[config.mk]
export PLATFORM = sky130hd
export DESIGN_NAME = hazard3_pmp_lsu_gate
export DESIGN_NICKNAME = d
export VERILOG_FILES = /design/src/rtl/hazard3_pmp_lsu_gate.sv
export SDC_FILE = /design/constraint.sdc
export NUM_CORES = 1
export LEC_CHECK = 0
export CORE_MARGIN = 10
export CORE_UTILIZATION = 62
export CTS_CLUSTER_SIZE = 28
export DETAILED_ROUTE_END_ITERATION = 16
export DONT_BUFFER_PORTS = 1
export PLACE_DENSITY = 0.78
export SLEW_MARGIN = 20
export SYNTH_ARGS = -nofsm -noshare
export SYNTH_HDL_FRONTEND = slang
export SYNTH_SLANG_ARGS = --single-unit
export TNS_END_PERCENT = 1
[constraint.sdc]
create_clock -name clk -period 2 [get_ports clk]
set_input_delay 0.5 -clock clk [delete_from_list [all_inputs] [get_ports clk]]
set_output_delay 0.5 -clock clk [all_outputs]
set_load 0.01 [all_outputs]
[src/rtl/hazard3_pmp_lsu_gate.sv]
// Load/store access gate: registers one request, runs the PMP data-side check,
// then either issues the bus transfer or returns an alignment/PMP fault.
`timescale 1ns/1ps
module hazard3_pmp_lsu_gate #(
    parameter int W_ADDR      = 32,
    parameter bit CHECK_ALIGN = 1'b1
) (
    input  logic              clk,
    input  logic              rst_n,
    input  logic              req_valid,
    output logic              req_ready,
    input  logic [W_ADDR-1:0] req_addr,
    input  logic              req_write,
    input  logic [1:0]        req_size,
    input  logic              req_m_mode,
    output logic [W_ADDR-1:0] pmp_d_addr,
    output logic              pmp_d_m_mode,
    output logic              pmp_d_write,
    input  logic              pmp_d_kill,
    output logic              bus_valid,
    input  logic              bus_ready,
    output logic [W_ADDR-1:0] bus_addr,
    output logic              bus_write,
    output logic [1:0]        bus_size,
    input  logic              bus_resp_valid,
    input  logic              bus_resp_err,
    output logic              resp_valid,
    output logic              resp_err,
    output logic              resp_pmp_fault,
    output logic              resp_align_fault,
    output logic              fault_valid,
    output logic [W_ADDR-1:0] fault_addr,
    output logic              fault_write,
    input  logic              fault_clr
);

    typedef enum logic [2:0] {S_IDLE, S_CHECK, S_ISSUE, S_WAIT, S_DONE} state_t;

    state_t              state_q, state_d;
    logic [W_ADDR-1:0]   addr_q, addr_d;
    logic                write_q, write_d;
    logic [1:0]          size_q, size_d;
    logic                m_mode_q, m_mode_d;
    logic                err_q, err_d;
    logic                pmp_q, pmp_d;
    logic                align_q, align_d;
    logic                fault_valid_q, fault_valid_d;
    logic [W_ADDR-1:0]   fault_addr_q, fault_addr_d;
    logic                fault_write_q, fault_write_d;
    logic                misaligned;
    logic                fault_hit;

    // Reserved size 3 is treated as a word access.
    assign misaligned = ((size_q == 2'd1) && addr_q[0]) ||
                        (size_q[1] && (addr_q[1:0] != 2'b00));

    always_comb begin
        state_d   = state_q;
        addr_d    = addr_q;
        write_d   = write_q;
        size_d    = size_q;
        m_mode_d  = m_mode_q;
        err_d     = err_q;
        pmp_d     = pmp_q;
        align_d   = align_q;
        fault_hit = 1'b0;
        case (state_q)
            S_IDLE: begin
                if (req_valid) begin
                    addr_d   = req_addr;
                    write_d  = req_write;
                    size_d   = req_size;
                    m_mode_d = req_m_mode;
                    err_d    = 1'b0;
                    pmp_d    = 1'b0;
                    align_d  = 1'b0;
                    state_d  = S_CHECK;
                end
            end
            S_CHECK: begin
                if (CHECK_ALIGN && misaligned) begin
                    align_d   = 1'b1;
                    fault_hit = 1'b1;
                    state_d   = S_DONE;
                end else if (pmp_d_kill) begin
                    pmp_d     = 1'b1;
                    fault_hit = 1'b1;
                    state_d   = S_DONE;
                end else begin
                    state_d   = S_ISSUE;
                end
            end
            S_ISSUE: begin
                if (bus_ready) state_d = S_WAIT;
            end
            S_WAIT: begin
                if (bus_resp_valid) begin
                    err_d   = bus_resp_err;
                    state_d = S_DONE;
                end
            end
            S_DONE:  state_d = S_IDLE;
            default: state_d = S_IDLE;
        endcase
    end

    // First fault wins, but a capture coincident with a clear takes the new fault.
    always_comb begin
        fault_valid_d = fault_clr ? 1'b0 : fault_valid_q;
        fault_addr_d  = fault_addr_q;
        fault_write_d = fault_write_q;
        if (fault_hit && (!fault_valid_q || fault_clr)) begin
            fault_valid_d = 1'b1;
            fault_addr_d  = addr_q;
            fault_write_d = write_q;
        end
    end

    always_ff @(posedge clk or negedge rst_n) begin
        if (!rst_n) begin
            state_q       <= S_IDLE;
            addr_q        <= '0;
            write_q       <= 1'b0;
            size_q        <= 2'd0;
            m_mode_q      <= 1'b0;
            err_q         <= 1'b0;
            pmp_q         <= 1'b0;
            align_q       <= 1'b0;
            fault_valid_q <= 1'b0;
            fault_addr_q  <= '0;
            fault_write_q <= 1'b0;
        end else begin
            state_q       <= state_d;
            addr_q        <= addr_d;
            write_q       <= write_d;
            size_q        <= size_d;
            m_mode_q      <= m_mode_d;
            err_q         <= err_d;
            pmp_q         <= pmp_d;
            align_q       <= align_d;
            fault_valid_q <= fault_valid_d;
            fault_addr_q  <= fault_addr_d;
            fault_write_q <= fault_write_d;
        end
    end

    assign req_ready        = (state_q == S_IDLE);
    assign pmp_d_addr       = addr_q;
    assign pmp_d_m_mode     = m_mode_q;
    assign pmp_d_write      = write_q;
    assign bus_valid        = (state_q == S_ISSUE);
    assign bus_addr         = addr_q;
    assign bus_write        = write_q;
    assign bus_size         = size_q;
    assign resp_valid       = (state_q == S_DONE);
    assign resp_err         = resp_valid && err_q;
    assign resp_pmp_fault   = resp_valid && pmp_q;
    assign resp_align_fault = resp_valid && align_q;
    assign fault_valid      = fault_valid_q;
    assign fault_addr       = fault_addr_q;
    assign fault_write      = fault_write_q;

endmodule

==> reports/metrics.yaml, run 1 <==
finish:
  multi_input_area_mm2: 0.00115
  seqCellArea_mm2: 0.00190
  area.growth.synth_to_final_pct: 2.21
  layout-drive-gt1-share: 0.471
  fin_nets: 248
  final_core_util: 0.666
  nFillCells: 360
critical_path:
  crit_path_max_fanout: 8
  critPathKind: "reg -> out"
  cpPeakStageDelay_ns: 0.41
  worst_setup_path_end_kind: "primary output"
  critPathBufInv: 1
  critical_path_required_ns: 1.50
  critPathArrivalTime_ns: 1.40
  crit_chain: "buf_4, nor2_1, and3_1"
  crit_path_top_delay_cell: "dfrtp_1"
  start_kind: "flip-flop"
  cp_top_family: "simple AND/OR/NAND/NOR gates"
grt:
  overflow: 0
  grt_pass1_vias: 1841
  grt_max_degree: 77
  grt_pass1_wl_um: 10700
  grt_antenna_before_repair: 0
  grt_usage: 0.156
floorplanning:
  core_area_mm2: 0.00520
  die_width_um: 93.9
  ioPinCount: 153
  chipHeight_um: 93.9
  start_util: 0.651
  die_area_mm2: 0.00882
  placementRows: 26
timing:
  clock_skew_ns: 0.00861
  post-route-period-util: 0.949
  setup_ws_ns: 0.102
  period_needed_ns: 1.90
  grt_setup_unrepaired: "false"
  setup_viol: 0
  relSlewSlack: 0.732
  tns_ns: 0
  worst_pin_slew_ns: 0.401
  timing.fmax_mhz: 527
  finalHoldViolations: 76
  slew_violations: 0
  hold_ws_ns: -0.132
clock_network:
  cts_made_buffers: 9
  clk_path_buf_depth: 2
  clk_pin_slew_ns: 0.07
  clock-sinks: 76
  cts-root-buf: "clkbuf_8"
  clk_latency_ns: 0.32
  h-tree-depth: 3
  postCtsSetupRepairBufs: 0
  cts_tree: "done"
synthesis:
  avgSynthCellArea_um2: 14.9
  synth_top_area_cell: "dfrtp_1"
  yosys-top-cells-count: "76 x dfrtp_1, 39 x mux2_2, 35 x buf_4"
  synth_cell_types: 27
  ys_seq_area_frac: 0.561
  syn_inst: 227
  syn_area_mm2: 0.00339
  syn_nets: 271
  synth_area_leaders: "dfrtp_1 56%, mux2_4 13%, mux2_2 13%"
  synth_edf_count: 0
  yosysWarnings: 0
  synthArstFlopShare: 1.00
  ys_seq_elements: 76
  synth_top_area_frac: 0.561
  synth.most_common_cell: "dfrtp_1"
  ys.flop_type: "dfrtp_1"
power:
  p_leak_nw: 1.60
  ir_drop_mv: 0.966
  p_per_area_mw_per_mm2: 2010
detailed_routing:
  firstDrtPassIters: 4
  drc: 0
  wl_per_cell_um: 24.2
  first_iter_violations: 39
  routed_wl_um: 6760
  viasPerCell: 5.95
  vias: 1660
  detail-route-antenna-nets: 0
placement:
  portBuffers: 0
  gp_congestion: 0.676
  post-place-ws_ns: 0.266
  dp_hpwl_um: 5040
run_status:
  violations: "hold timing"
  outcome: "complete, but fails checks"
run:
  cap_violations: 0
min_path:
  hold_class: "in -> async"
==> cell families after synthesis <==
family	synth area share
mux	0.262
compound gates	0.0281
buf+inv	0.101
flops	0.561
simple gates	0.0476
==> layout make-up <==
type	instances	area share
clock inverter	5	0.0289
multi-input combinational	106	0.331
clock buffer	10	0.0397
inverter	2	0.00217
timing repair buffer	9	0.0231
tap	70	0.0253
sequential	76	0.549
antenna	1	0.000722
==> repair_timing <==
action                                  4_1_cts  5_1_grt
gates resized for setup                       0        0
endpoints found under the setup margin        0        0
hold endpoints to repair                     76       76
==> registers in the layout, summed over array words and instances, names as in the netlist, 2 cells and up <==
register,cells
state_q,3
bus_addr,32
bus_size,2
fault_addr,32
==> per-stage QoR <==
stage | area [µm²] | std cells | power, mW
2_1_floorplan | 3390 | 227 | 5.58
3_3_place_gp | 3220 | 263 | 5.55
3_5_place_dp | 3220 | 263 | 5.70
4_1_cts | 3460 | 278 | 7.08
5_1_grt | 3460 | 278 | 7.39
6_report | 3460 | 279 | 6.97
==> path summary, 6_finish.rpt <==
check                        startpoint                to  slack, ns  cells after the start
setup / recovery             state_q[0]  resp_align_fault       0.10                      3
min in group clk           req_addr[29]      bus_addr[29]       0.32                      1
hold / removal                    rst_n        state_q[2]      -0.13                      0
hold reg to reg                   pmp_q             pmp_q       0.51                      2
max in group asynchronous         rst_n      bus_addr[30]       2.01                      0
setup reg to reg             state_q[2]      bus_addr[13]       0.28                      4
==> worst reg2reg max path: stages (launching register included) <==
cell and delay, ns:
dfrtp_1 0.51, nor3_2 0.24, and2_2 0.18, buf_4 0.28
mux2_2 0.40
==> report_power, final <==
group          switching (mW)  total [mW]  leakage [nW]  internal, mW
combinational           0.696        1.96         0.573          1.27
clock                   0.505        1.36         0.122         0.852
sequential               1.34        3.65         0.906          2.31
==> metal layers <==
metal  up-vias  global-route usage  part of all wire
li1        707                   -                 -
met1       855               0.161              0.35
met2        88               0.249              0.51
met3        10              0.0967              0.13
met4         0              0.0608            0.0095
met5         -                   0                 0
==> cells in the final DEF, fill, tap and decap left out, types with 2 or more instances in the layout <==
master     netlist  routed
mux2_2          39      39
nor2_1           2       2
nand2_1          6       6
bufinv_16        0       3
dfrtp_1         76      76
clkbuf_8         0      10
clkinv_2         0       2
o21ai_0          3       3
nand2b_1         3       3
mux2_4          30      30
nor2b_1          2       2
buf_4           35       8
nor3b_1          2       2
a21oi_1          3       3
inv_1            2       2
and3_1           3       3
Note: power is estimated with default switching activity, not from simulation.
==> inputs of run 2 (changes only) <==
--- a/config.mk
+++ b/config.mk
@@ -10,6 +10,7 @@
 export CTS_CLUSTER_SIZE = 28
 export DETAILED_ROUTE_END_ITERATION = 16
 export DONT_BUFFER_PORTS = 1
+export GPL_TIMING_DRIVEN = 0
 export PLACE_DENSITY = 0.78
 export SLEW_MARGIN = 20
 export SYNTH_ARGS = -nofsm -noshare
==> run 2 against run 1 <==
Net effect:
- the flow still finishes with violations (hold timing)
- combinational power rose by 35%
- power is 3.4% higher
- worst hold slack worse by 0.016 ns
- via count increased by 7.1%
- setup slack lost 0.015 ns
- critical path type is now reg -> reg
==> reports/metrics.yaml, run 2 (synthesis results as in run 1) <==
grt:
  grt_usage: 0.165
  grt_pass1_wl_um: 11200
  grt_max_degree: 77
  grt_pass1_vias: 2011
  overflow: 0
  grt_antenna_before_repair: 0
run:
  cap_violations: 0
critical_path:
  critPathKind: "reg -> reg"
  critical_path.startpoint: "bus_addr[1]"
  r2r-end: "fault_addr[16]"
  crit_chain: "o21a_1, o311ai_4, buf_6, mux2_4"
  crit_path_top_delay_cell: "dfrtp_1"
  worstReg2RegStart: "bus_addr[1]"
  crit_path_max_fanout: 10
  worst_setup_path_end_kind: "flip-flop"
  critical_path_required_ns: 2.22
  critPathArrivalTime_ns: 2.13
  start_kind: "flip-flop"
  reg2reg_depth: 4
  r2r_slack_ns: 0.09
  cpPeakStageDelay_ns: 0.48
detailed_routing:
  viasPerCell: 5.70
  routed_wl_um: 7330
  wl_per_cell_um: 23.5
  first_iter_violations: 47
  detail-route-antenna-nets: 0
  firstDrtPassIters: 3
  vias: 1778
  drc: 0
finish:
  multi_input_area_mm2: 0.00115
  area.growth.synth_to_final_pct: 8.42
  fin_nets: 282
  num_antenna_cells: 0
  layout_commonest_cell: "dfrtp_1"
  layout-drive-gt1-share: 0.545
  final_core_util: 0.706
  seqCellArea_mm2: 0.00190
  mostFrequentLayoutCells: "75 x dfrtp_1, 39 x mux2_2, 35 x buf_4, 30 x mux2_4, 13 x clkbuf_8"
  fin_cells: 312
  nFillCells: 370
floorplanning:
  ioPinCount: 153
  die_width_um: 93.9
  start_util: 0.651
  die_area_mm2: 0.00882
  chipHeight_um: 93.9
  core_area_mm2: 0.00520
  placementRows: 26
timing:
  post-route-period-util: 0.956
  timing.fmax_mhz: 523
  hold_ws_ns: -0.148
  period_needed_ns: 1.91
  setup_viol: 0
  tns_ns: 0
  slew_violations: 0
  relSlewSlack: 0.676
  finalHoldViolations: 76
  grt_setup_unrepaired: "false"
  worst_pin_slew_ns: 0.485
  clock_skew_ns: 0.00719
power:
  p_per_area_mw_per_mm2: 1960
  p_leak_nw: 1.74
  ir_drop_mv: 0.968
placement:
  dp_hpwl_um: 5630
  placed_cells: 297
  portBuffers: 0
  gp_congestion: 0.714
run_status:
  outcome: "complete, but fails checks"
  violations: "hold timing"
clock_network:
  cts-root-buf: "clkbuf_8"
  h-tree-depth: 3
  clk_pin_slew_ns: 0.07
  clock-sinks: 76
  cts_made_buffers: 9
  clk_latency_ns: 0.33
  clk_path_buf_depth: 2
  cts_tree: "done"
  postCtsSetupRepairBufs: 0
min_path:
  hold_class: "in -> async"
[run 2: worst max-delay path by stage]
stage | end | slack, ns | depth (start not counted)
floorplan | fault_addr[0] | 0.28 | 4
global placement | fault_addr[20] | 0.06 | 4
detailed placement | fault_addr[24] | 0.05 | 4
CTS | bus_addr[18] | 0.04 | 6
global route | fault_addr[21] | 0.01 | 4
finish | fault_addr[16] | 0.09 | 4
[run 2: per-stage QoR]
step	instance area [µm²]	power [mW]	setup WS (ns)
4_1_cts	3660	7.30	0.0416
2_1_floorplan	3390	5.58	0.284
5_1_grt	3670	7.64	0.0108
6_report	3670	7.20	0.0871
3_3_place_gp	3480	6.08	0.0642
3_5_place_dp	3480	6.22	0.0536
[run 2: per-layer routing]
| layer | global-route usage | part of all wire | vias to the layer above |
|---|---|---|---|
| li1 | - | - | 779 |
| met1 | 0.167 | 0.35 | 895 |
| met3 | 0.0951 | 0.13 | 11 |
| met2 | 0.269 | 0.49 | 93 |
| met5 | 0 | 0 | - |
| met4 | 0.0759 | 0.016 | 0 |
[run 2: power breakdown]
| group | switching, mW | total, mW | leakage (nW) | internal (mW) |
|---|---|---|---|---|
| Clock | 0.497 | 1.08 | 0.0986 | 0.579 |
| Sequential | 1.16 | 3.47 | 0.905 | 2.32 |
| Combinational | 0.999 | 2.65 | 0.739 | 1.66 |
[run 2: area by class of cell]
class / instances / area share
sequential: 76 / 0.518
multi-input combinational: 106 / 0.314
buffer: 43 / 0.0909
clock buffer: 14 / 0.0497
tap: 70 / 0.0238
inverter: 2 / 0.00204
clock inverter: 1 / 0.00136
[run 2: critical path, delay by kind of cell (launching register included)]
kind                   cells  cell delay [ns]
DFF                        1             0.48
muxes                      1             0.32
AOI/OAI and AO/OA          2             0.74
buffers and inverters      1             0.26
[run 2: timing repair]
| item | in CTS | in global routing |
|---|---|---|
| endpoints found under the setup margin | 0 | 38 |
| endpoints found under the hold margin | 76 | 76 |
| resized for setup | 0 | 3 |
